<file path="src/rtl/sample_capture_pkg.sv">
// Shared types and helpers for the decimating sample-capture block.
package sample_capture_pkg;

    typedef enum logic {
        IDLE    = 1'b0,
        CAPTURE = 1'b1
    } capture_state_t;

    function automatic int calc_period(input int clk_freq, input int sample_rate);
        return clk_freq / sample_rate;
    endfunction

endpackage

</file>
<file path="src/rtl/sample_capture_if.sv">
// Control, ADC and BRAM-write signals of sample_capture, grouped for port connection.
interface sample_capture_if #(
    parameter int ADDR_W = 8,
    parameter int ADC_W  = 16,
    parameter int DATA_W = 12
) ();
    import sample_capture_pkg::*;

    // adc_valid is a one-cycle strobe with no back-pressure: data is taken on every cycle
    // it is high, and wena likewise marks exactly one BRAM write per high cycle.
    logic                 trig;
    logic                 mode_cont;
    logic                 abort;
    logic [ADC_W-1:0]     adc_data;
    logic                 adc_valid;
    logic                 busy;
    logic                 done;
    logic [ADDR_W-1:0]    addr;
    logic                 wena;
    logic [DATA_W-1:0]    d_smpl;
    logic                 stale;
    capture_state_t       dbg_state;

    modport master (
        output trig, mode_cont, abort, adc_data, adc_valid,
        input  busy, done, addr, wena, d_smpl, stale, dbg_state
    );

    modport slave (
        input  trig, mode_cont, abort, adc_data, adc_valid,
        output busy, done, addr, wena, d_smpl, stale, dbg_state
    );

endinterface

</file>
<file path="src/rtl/sample_capture_tick_gen.sv">
// Free-running PERIOD counter with synchronous clear; o_tick marks the last count of each period.
module sample_tick_gen #(
    parameter int PERIOD = 10
) (
    input  logic clk,
    input  logic rst,
    input  logic i_clr,
    input  logic i_en,
    output logic o_tick
);
    localparam int CTR_W = (PERIOD > 2) ? $clog2(PERIOD) : 1;
    localparam logic [CTR_W-1:0] LAST = CTR_W'(PERIOD - 1);

    logic [CTR_W-1:0] r_ctr;

    always_ff @(posedge clk) begin
        if (rst || i_clr) begin
            r_ctr <= '0;
        end else if (i_en) begin
            r_ctr <= (r_ctr == LAST) ? '0 : r_ctr + CTR_W'(1);
        end
    end

    assign o_tick = i_en && (r_ctr == LAST);

endmodule

</file>
<file path="src/rtl/sample_capture.sv">
// Decimates the ADC stream to SAMPLE_RATE and writes DEPTH-sample frames into the FFT input BRAM.
module sample_capture
    import sample_capture_pkg::*;
#(
    parameter int CLK_FREQ    = 148500000,
    parameter int SAMPLE_RATE = 10000,
    parameter int DEPTH       = 256,
    parameter int ADDR_W      = 8,
    parameter int ADC_W       = 16,
    parameter int DATA_W      = 12
) (
    input  logic             clk,
    input  logic             rst,
    sample_capture_if.slave  bus
);
    localparam int PERIOD = calc_period(CLK_FREQ, SAMPLE_RATE);
    localparam logic [ADDR_W-1:0] LAST_IDX = ADDR_W'(DEPTH - 1);

    capture_state_t      r_state;
    capture_state_t      w_state_nxt;
    logic                r_busy;
    logic                r_done;
    logic                r_wena;
    logic                r_stale;
    logic                r_fresh;
    logic [ADDR_W-1:0]   r_addr;
    logic [ADDR_W-1:0]   r_idx;
    logic [DATA_W-1:0]   r_d_smpl;
    logic [DATA_W-1:0]   r_latch;

    logic                w_tick;
    logic                w_tick_clr;
    logic                w_tick_en;
    logic                w_start;
    logic                w_write;
    logic                w_frame_end;
    logic [DATA_W-1:0]   w_adc_msb;
    logic [DATA_W-1:0]   w_sample;

    assign w_adc_msb  = bus.adc_data[ADC_W-1 -: DATA_W];
    assign w_tick_en  = (r_state == CAPTURE);
    assign w_tick_clr = (r_state == IDLE) || bus.abort;

    sample_tick_gen #(
        .PERIOD (PERIOD)
    ) u_tick_gen (
        .clk    (clk),
        .rst    (rst),
        .i_clr  (w_tick_clr),
        .i_en   (w_tick_en),
        .o_tick (w_tick)
    );

    // A conversion arriving on the tick cycle bypasses the latch so the freshest value is stored.
    always_comb begin
        w_state_nxt = r_state;
        w_start     = 1'b0;
        w_write     = 1'b0;
        w_frame_end = 1'b0;
        w_sample    = bus.adc_valid ? w_adc_msb : r_latch;
        unique case (r_state)
            IDLE: begin
                if (bus.trig && !bus.abort) begin
                    w_start     = 1'b1;
                    w_state_nxt = CAPTURE;
                end
            end
            CAPTURE: begin
                if (bus.abort) begin
                    w_state_nxt = IDLE;
                end else if (w_tick) begin
                    w_write     = 1'b1;
                    w_frame_end = (r_idx == LAST_IDX);
                    if (w_frame_end && !bus.mode_cont) begin
                        w_state_nxt = IDLE;
                    end
                end
            end
        endcase
    end

    always_ff @(posedge clk) begin
        if (rst) begin
            r_state <= IDLE;
        end else begin
            r_state <= w_state_nxt;
        end
    end

    // Later assignments deliberately override earlier ones: start and write both consume freshness.
    always_ff @(posedge clk) begin
        if (rst) begin
            r_busy   <= 1'b0;
            r_done   <= 1'b0;
            r_wena   <= 1'b0;
            r_stale  <= 1'b0;
            r_fresh  <= 1'b0;
            r_addr   <= '0;
            r_idx    <= '0;
            r_d_smpl <= '0;
            r_latch  <= '0;
        end else begin
            r_wena <= w_write;
            r_done <= w_write && w_frame_end;
            r_busy <= (w_state_nxt == CAPTURE);
            if (bus.adc_valid) begin
                r_latch <= w_adc_msb;
                r_fresh <= 1'b1;
            end
            if (w_start) begin
                r_idx   <= '0;
                r_stale <= 1'b0;
                r_fresh <= 1'b0;
            end
            if (w_write) begin
                r_addr   <= r_idx;
                r_d_smpl <= w_sample;
                r_idx    <= r_idx + ADDR_W'(1);
                r_fresh  <= 1'b0;
                if (!bus.adc_valid && !r_fresh) begin
                    r_stale <= 1'b1;
                end
            end
        end
    end

    assign bus.busy      = r_busy;
    assign bus.done      = r_done;
    assign bus.wena      = r_wena;
    assign bus.addr      = r_addr;
    assign bus.d_smpl    = r_d_smpl;
    assign bus.stale     = r_stale;
    assign bus.dbg_state = r_state;

endmodule
</file>
<file path="src/flat_wrapper.sv">
// flat-port wrapper written by rule: the top's interface ports become plain ports
module sample_capture_flat import sample_capture_pkg::*;
#(
    parameter int CLK_FREQ    = 148500000,
    parameter int SAMPLE_RATE = 10000,
    parameter int DEPTH       = 256,
    parameter int ADDR_W      = 8,
    parameter int ADC_W       = 16,
    parameter int DATA_W      = 12
)
  (clk, rst, bus_trig, bus_mode_cont, bus_abort, bus_adc_data, bus_adc_valid, bus_busy, bus_done, bus_addr, bus_wena, bus_d_smpl, bus_stale, bus_dbg_state);
  sample_capture_if #(.ADDR_W(ADDR_W), .ADC_W(ADC_W), .DATA_W(DATA_W)) bus_i ();
  input  logic clk;
  input  logic rst;
  input wire logic [$bits(bus_i.trig)-1:0] bus_trig;
  input wire logic [$bits(bus_i.mode_cont)-1:0] bus_mode_cont;
  input wire logic [$bits(bus_i.abort)-1:0] bus_abort;
  input wire logic [$bits(bus_i.adc_data)-1:0] bus_adc_data;
  input wire logic [$bits(bus_i.adc_valid)-1:0] bus_adc_valid;
  output wire logic [$bits(bus_i.busy)-1:0] bus_busy;
  output wire logic [$bits(bus_i.done)-1:0] bus_done;
  output wire logic [$bits(bus_i.addr)-1:0] bus_addr;
  output wire logic [$bits(bus_i.wena)-1:0] bus_wena;
  output wire logic [$bits(bus_i.d_smpl)-1:0] bus_d_smpl;
  output wire logic [$bits(bus_i.stale)-1:0] bus_stale;
  output wire logic [$bits(bus_i.dbg_state)-1:0] bus_dbg_state;
  assign bus_i.trig = bus_trig;
  assign bus_i.mode_cont = bus_mode_cont;
  assign bus_i.abort = bus_abort;
  assign bus_i.adc_data = bus_adc_data;
  assign bus_i.adc_valid = bus_adc_valid;
  assign bus_busy = bus_i.busy;
  assign bus_done = bus_i.done;
  assign bus_addr = bus_i.addr;
  assign bus_wena = bus_i.wena;
  assign bus_d_smpl = bus_i.d_smpl;
  assign bus_stale = bus_i.stale;
  assign bus_dbg_state = bus_i.dbg_state;
  sample_capture #(.CLK_FREQ(CLK_FREQ), .SAMPLE_RATE(SAMPLE_RATE), .DEPTH(DEPTH), .ADDR_W(ADDR_W), .ADC_W(ADC_W), .DATA_W(DATA_W)) u_core (.clk(clk), .rst(rst), .bus(bus_i));
endmodule
</file>
<file path="config.mk">
export PLATFORM = sky130hd
export DESIGN_NAME = sample_capture_flat
export DESIGN_NICKNAME = d
export VERILOG_FILES = /design/src/rtl/sample_capture_pkg.sv /design/src/rtl/sample_capture_if.sv /design/src/rtl/sample_capture_tick_gen.sv /design/src/rtl/sample_capture.sv /design/src/flat_wrapper.sv
export SDC_FILE = /design/constraint.sdc
export NUM_CORES = 1
export LEC_CHECK = 0
export BUFFER_PORTS_ARGS = -buffer_cell sky130_fd_sc_hd__buf_2
export CAP_MARGIN = 20
export CORE_UTILIZATION = 54
export CTS_CLUSTER_SIZE = 14
export DETAILED_ROUTE_END_ITERATION = 7
export PLACE_DENSITY = 0.78
export SETUP_SLACK_MARGIN = 0.2
export SKIP_CTS_REPAIR_TIMING = 1
export SLEW_MARGIN = 20
export SYNTH_ARGS = -nofsm -noshare
export SYNTH_HDL_FRONTEND = slang
export SYNTH_SLANG_ARGS = --single-unit
</file>
<file path="constraint.sdc">
create_clock -name clk -period 1.9 [get_ports clk]
set_clock_uncertainty 0.1 [all_clocks]
set_input_delay 0.285 -clock clk [delete_from_list [all_inputs] [get_ports clk]]
set_output_delay 0.285 -clock clk [all_outputs]
set_load 0.01 [all_outputs]
</file>
==> results of run 1 <==
kinds of logic (layout without fill, tap and decap cells):
family | after synthesis | after routing
fa+ha+maj | 3 | 3
xor+xnor | 12 | 12
flops | 59 | 59
compound gates | 20 | 20
simple gates | 121 | 121
mux | 25 | 25
buf+inv | 32 | 90
critical path, delay by kind of cell, from the launching register on:
family	cells	cell delay, ps
compound gates	1	180
fa+ha+maj	1	130
buf+inv	1	180
flops	1	380
simple gates	3	760
area by class of cell:
type,instances,area [sq um]
fillers,342,1240
inverters,16,60.1
well taps,52,65.1
clock inverters,6,80.1
repair buffers,58,390
flip-flops and latches,59,1190
multi-input cells,181,1200
clock buffers,10,128
metal layers:
layer / vias to the layer above / global-route usage
met3: 9 / 0.0509
li1: 1022 / -
met2: 48 / 0.321
met4: 0 / 0.102
met5: - / 0
met1: 921 / 0.247
final timing paths:
check,from,slack [ps],end,cells after the start
setup reg to reg,u_core.u_tick_gen.r_ctr[0],90,u_core.r_idx[5],6
hold / removal,bus_adc_data[4],110,u_core.r_latch[0],3
hold reg to reg,u_core.bus.addr[5],350,u_core.bus.addr[5],2
setup / recovery,u_core.u_tick_gen.r_ctr[0],90,u_core.r_idx[5],6
through the flow:
stage                     cell area (sq um)  cells  TNS, ps   util
after global routing                   3110    382  -0.0979  0.715
after detailed placement               2740    359        0  0.629
after CTS                              2950    375        0  0.676
final                                  3110    382        0  0.715
after floorplan                        2460    272        0      -
after global placement                 2740    359        0  0.629
synthesized netlist by cell type, types with 2 or more instances:
cell	count	area, sq um
nor3_1	4	20.0
clkbuf_1	8	30.0
nor4_1	4	25.0
nand4_1	4	25.0
nand2_1	25	93.8
ha_1	3	37.5
a31oi_1	5	31.3
nand3b_1	3	22.5
nor2_1	32	120
buf_2	5	25.0
a21oi_1	12	60.1
xnor2_1	9	78.8
dfxtp_1	59	1180
nand3_1	19	95.1
inv_1	16	60.1
xor2_1	3	26.3
and3_1	2	12.5
nor2b_1	14	87.6
mux2i_1	24	240
buf_4	3	22.5
or3_1	4	25.0
cell usage in the layout (no fill, tap or decap), drive strengths merged, types with 2 or more instances in the layout:
cell    count
dfxtp      59
buf        56
nor2       32
nand2      25
mux2i      24
nand3      19
inv        16
nor2b      14
clkbuf     12
a21oi      12
xnor2       9
a31oi       5
nand4       5
nor3        5
or3         4
clkinv      4
nor4        4
xor2        3
nand3b      3
ha          3
and3        2
bufinv      2
power breakdown:
part / switching, mW / internal [mW] / total (mW)
Combinational: 0.0541 / 0.0400 / 0.0941
Clock: 0.484 / 0.729 / 1.21
Sequential: 0.00588 / 1.25 / 1.26
Total: 0.544 / 2.02 / 2.57
sequential cells by signal (all words and copies together) (netlist names):
signal and flops:
u_core.bus.wena 1, u_core.u_tick_gen.r_ctr 14, u_core.r_fresh 1, u_core.r_idx 8, u_core.bus.addr 8, u_core.r_latch 12, u_core.bus.done 1, u_core.bus.dbg_state 1
u_core.bus.d_smpl 12, u_core.bus.stale 1
==> impl_metrics.json, run 1 <==
{
  "synth_top_family_by_area": "simple AND/OR/NAND/NOR gates",
  "min_period_over_period": 0.951,
  "critPathKind": "reg2reg",
  "diodes": 0,
  "wl_met2_um": 2510,
  "dieArea_sq_um": 4830,
  "synthArstFlopShare": 0,
  "yosys.area_share.simple": 0.256,
  "wl_met1_um": 2210,
  "dp_slack_ps": 118,
  "syn-num-nets": 297,
  "relSlewSlack": 0.740,
  "track_usage": 0.200,
  "finalHoldViolCount": 0,
  "syn_inst": 272,
  "setup-violations-final": 0,
  "grt_max_degree": 30,
  "ys_seq_elements": 59,
  "die_h_um": 69.5,
  "crit_chain": "ha_4, nor4b_4, nand4_1, buf_4, or3_1, a31oi_1",
  "wl_met3_um": 194,
  "pin_count": 47,
  "synth_fa_ha_area_frac": 0.0153,
  "numCtsBuffers": 9,
  "avgRoutedWirePerCell_um": 13.1,
  "synth-edff-count": 0,
  "detail-route-antenna-nets": 0,
  "viasPerCell": 5.24,
  "syn_avg_cell_area_sq_um": 9.04,
  "insertion_delay_ps": 330,
  "cts.htree.levels": 3,
  "synth_xor_area_frac": 0.0427,
  "drt-total-wl_um": 5020,
  "antenna_found_initial": 0,
  "fp.coreArea_sq_um": 4350,
  "cts-root-buf": "clkbuf_8",
  "cp_slowest_cell": "dfxtp_4",
  "rows": 24,
  "start_kind": "flip-flop",
  "cp.arrival_ps": 1960,
  "routed.top_layer": "met4",
  "cts_tree": "yes",
  "synth_area_sq_um": 2460,
  "path_clk_slew_ps": 70,
  "floorplan.initialDensity": 0.565,
  "finalPower_mw": 2.57,
  "place.detailed.hpwl_um": 3080,
  "nNetsFinal": 350,
  "ys_warn_count": 0,
  "numPortBuffers": 42,
  "synth-main-ff-cell": "dfxtp_1",
  "grt_pass1_vias": 1777,
  "cp_data_required_time_ps": 2060,
  "worst_hold_slack_ps": 108,
  "areaGrowthSynthToFinish_pct": 26.6,
  "vdd_drop_max_uv": 501,
  "period_needed_ps": 1810,
  "crit_path_max_fanout": 7,
  "cts.sinks": 59,
  "slew_violations": 0,
  "die_w_um": 69.5,
  "route.detailed.drc": 0,
  "global_route.overflow_total": 0,
  "grt_pass1_wl_um": 7650,
  "max-cap-violations": 0,
  "synth_mux_area_frac": 0.102,
  "synth_seq_area_share": 0.480,
  "rsz0062_at_grt": "true",
  "synth-compound-area-share": 0.0468,
  "final_layout_size_suffix_gt1_frac": 0.300,
  "crit_path_max_incr_delay_ps": 380,
  "dr.pass1.iters": 4,
  "vias": 2000,
  "end_kind": "flip-flop",
  "drtIter0Drc": 138,
  "run_status": "finished clean",
  "leakagePower_nw": 1.21,
  "hold_path.class": "in2reg",
  "gp_congestion": 0.767,
  "worst_slack_ps": 93.9,
  "power_density_nw_per_um2": 824,
  "fmax_mhz": 554,
  "worst_pin_slew_ps": 388,
  "clockBufferDepth": 2,
  "synth.distinct_cells": 35
}
No activity file was read; power rests on OpenSTA's default activity.
==> run 2: changes to the inputs <==
Settings changed: CORE_UTILIZATION 54 to 35, CTS_BUF_LIST set to sky130_fd_sc_hd__clkbuf_8, PLACE_DENSITY 0.78 to unset.
==> impl_metrics.json, run 2 (same netlist as run 1, synthesis figures left out) <==
{
  "drtIter0Drc": 53,
  "worst_slack_ps": 173,
  "track_usage": 0.143,
  "leakagePower_nw": 1.18,
  "drt-total-wl_um": 4980,
  "largest_reg_flops": 14,
  "intPower_mw": 1.95,
  "grt_pass1_vias": 1795,
  "slew_violations": 0,
  "pwr-share-seq": 0.510,
  "rows": 30,
  "cts.htree.levels": 3,
  "vias": 1990,
  "antenna_found_initial": 0,
  "start_kind": "flip-flop",
  "hold_depth": 3,
  "switching_share": 0.209,
  "hold_path.class": "in2reg",
  "regMostFlops": "u_core.u_tick_gen.r_ctr",
  "detail-route-antenna-nets": 0,
  "path_buf_inv": 1,
  "finalHoldViolCount": 0,
  "p_sw_mw": 0.517,
  "grt_pass1_wl_um": 8150,
  "grt_max_degree": 30,
  "power_density_nw_per_um2": 802,
  "vdd_drop_max_uv": 378,
  "fp.coreArea_sq_um": 6790,
  "comb_power_share": 0.038,
  "worst_pin_slew_ps": 412,
  "fmax_mhz": 579,
  "global_route.overflow_total": 0,
  "final_layout_size_suffix_gt1_frac": 0.261,
  "run_status": "finished clean",
  "cts.sinks": 59,
  "route.detailed.drc": 0,
  "die_h_um": 85.8,
  "floorplan.initialDensity": 0.362,
  "critPathKind": "reg2reg",
  "max-cap-violations": 0,
  "areaGrowthSynthToFinish_pct": 25.1,
  "hp-start": "bus_adc_data[8]",
  "viasPerCell": 4.72,
  "avgRoutedWirePerCell_um": 11.8,
  "setup-violations-final": 0,
  "cts_tree": "yes",
  "timing.rr.start": "u_core.u_tick_gen.r_ctr[0]",
  "cpLargestDelayFamily": "simple AND/OR/NAND/NOR gates",
  "rsz0062_at_grt": "true",
  "diodes": 0,
  "numPortBuffers": 42,
  "period_needed_ps": 1730,
  "clockBufferDepth": 2,
  "min_period_over_period": 0.909,
  "fin_util": 0.453,
  "place.detailed.hpwl_um": 3260,
  "insertion_delay_ps": 330,
  "setup_tns_ps": 0,
  "cp.arrival_ps": 1890,
  "reg2reg_to": "u_core.bus.d_smpl[3]",
  "min_to": "u_core.r_latch[4]",
  "relSlewSlack": 0.725,
  "crit_chain": "ha_4, nor4b_4, and4_4, buf_12, mux2i_1, nor2b_1",
  "crit_path_max_incr_delay_ps": 370,
  "layout_common_cells": "dfxtp_1 (57), buf_2 (42), nor2_1 (32), nand2_1 (25), mux2i_1 (24)",
  "cp_slowest_cell": "dfxtp_2",
  "end_kind": "flip-flop",
  "path_clk_slew_ps": 60,
  "layout_commonest_cell": "dfxtp_1",
  "pin_count": 47,
  "cts-root-buf": "clkbuf_8",
  "rrSetupSlack_ps": 170,
  "cp_data_required_time_ps": 2060,
  "die_w_um": 85.8,
  "dr.pass1.iters": 4,
  "dp_slack_ps": 72.8,
  "numCtsBuffers": 9,
  "crit_path_max_fanout": 19,
  "worst_hold_slack_ps": 110,
  "dieArea_sq_um": 7360,
  "power_frac_clock": 0.452,
  "nNetsFinal": 347,
  "gp_congestion": 0.782,
  "rr_worst_depth": 6
}
==> run 2: changes by cell type in the layout (fill, tap and decap cells not counted), sizes merged <==
cell,change
clkinv,-3
inv,+2
buf,-1
bufinv,-1
clkbuf,-1
==> run 2: cell type report <==
type                    instances  area (sq um)
repair buffers                 55           337
inverters                      16          60.1
well taps                      96           120
flip-flops and latches         59          1180
multi-input cells             181          1180
clock inverters                 4          42.5
clock buffers                  11           151
fillers                       704          3720
==> run 2: metal layers <==
metal | wire, um | track usage | up-vias
li1 | - | - | 1010
met1 | 2270 | 0.171 | 931
met2 | 2440 | 0.233 | 44
met3 | 219 | 0.0529 | 5
met4 | 55 | 0.0561 | 0
met5 | 0 | 0 | -
==> run 2: worst max path at each step <==
stage / startpoint / slack [ps] / cells past startpoint / endpoint
floorplan: u_core.bus.dbg_state / 200 / 6 / u_core.r_idx[5]
global placement: u_core.u_tick_gen.r_ctr[0] / 120 / 5 / u_core.r_idx[5]
detailed placement: u_core.u_tick_gen.r_ctr[0] / 70 / 5 / u_core.r_idx[5]
CTS: u_core.u_tick_gen.r_ctr[0] / 60 / 5 / u_core.r_idx[5]
global route: u_core.u_tick_gen.r_ctr[1] / 100 / 7 / u_core.bus.d_smpl[10]
finish: u_core.u_tick_gen.r_ctr[0] / 170 / 6 / u_core.bus.d_smpl[3]
==> run 2: stage by stage <==
step / total power [mW] / instances / cell area [sq um]
after global placement: 1.38 / 403 / 2780
after global routing: 2.57 / 422 / 3080
after detailed placement: 1.38 / 403 / 2780
after floorplan: 1.35 / 272 / 2460
after CTS: 2.51 / 418 / 2970
final: 2.47 / 422 / 3080
==> run 2: power by group through the flow <==
stage	logic (mW)	registers, mW	clock network (mW)
after floorplan	0.0612	1.29	0
after global placement	0.0923	1.29	0
after detailed placement	0.0938	1.29	0
after CTS	0.0940	1.26	1.15
after global routing	0.104	1.26	1.20
final	0.0931	1.26	1.12
==> run 2: worst reg2reg max path, stage by stage (launching register included) <==
cell     delay (ps)
dfxtp_2         370
ha_4            140
nor4b_4         250
and4_4          310
buf_12          160
mux2i_1         180
nor2b_1         150
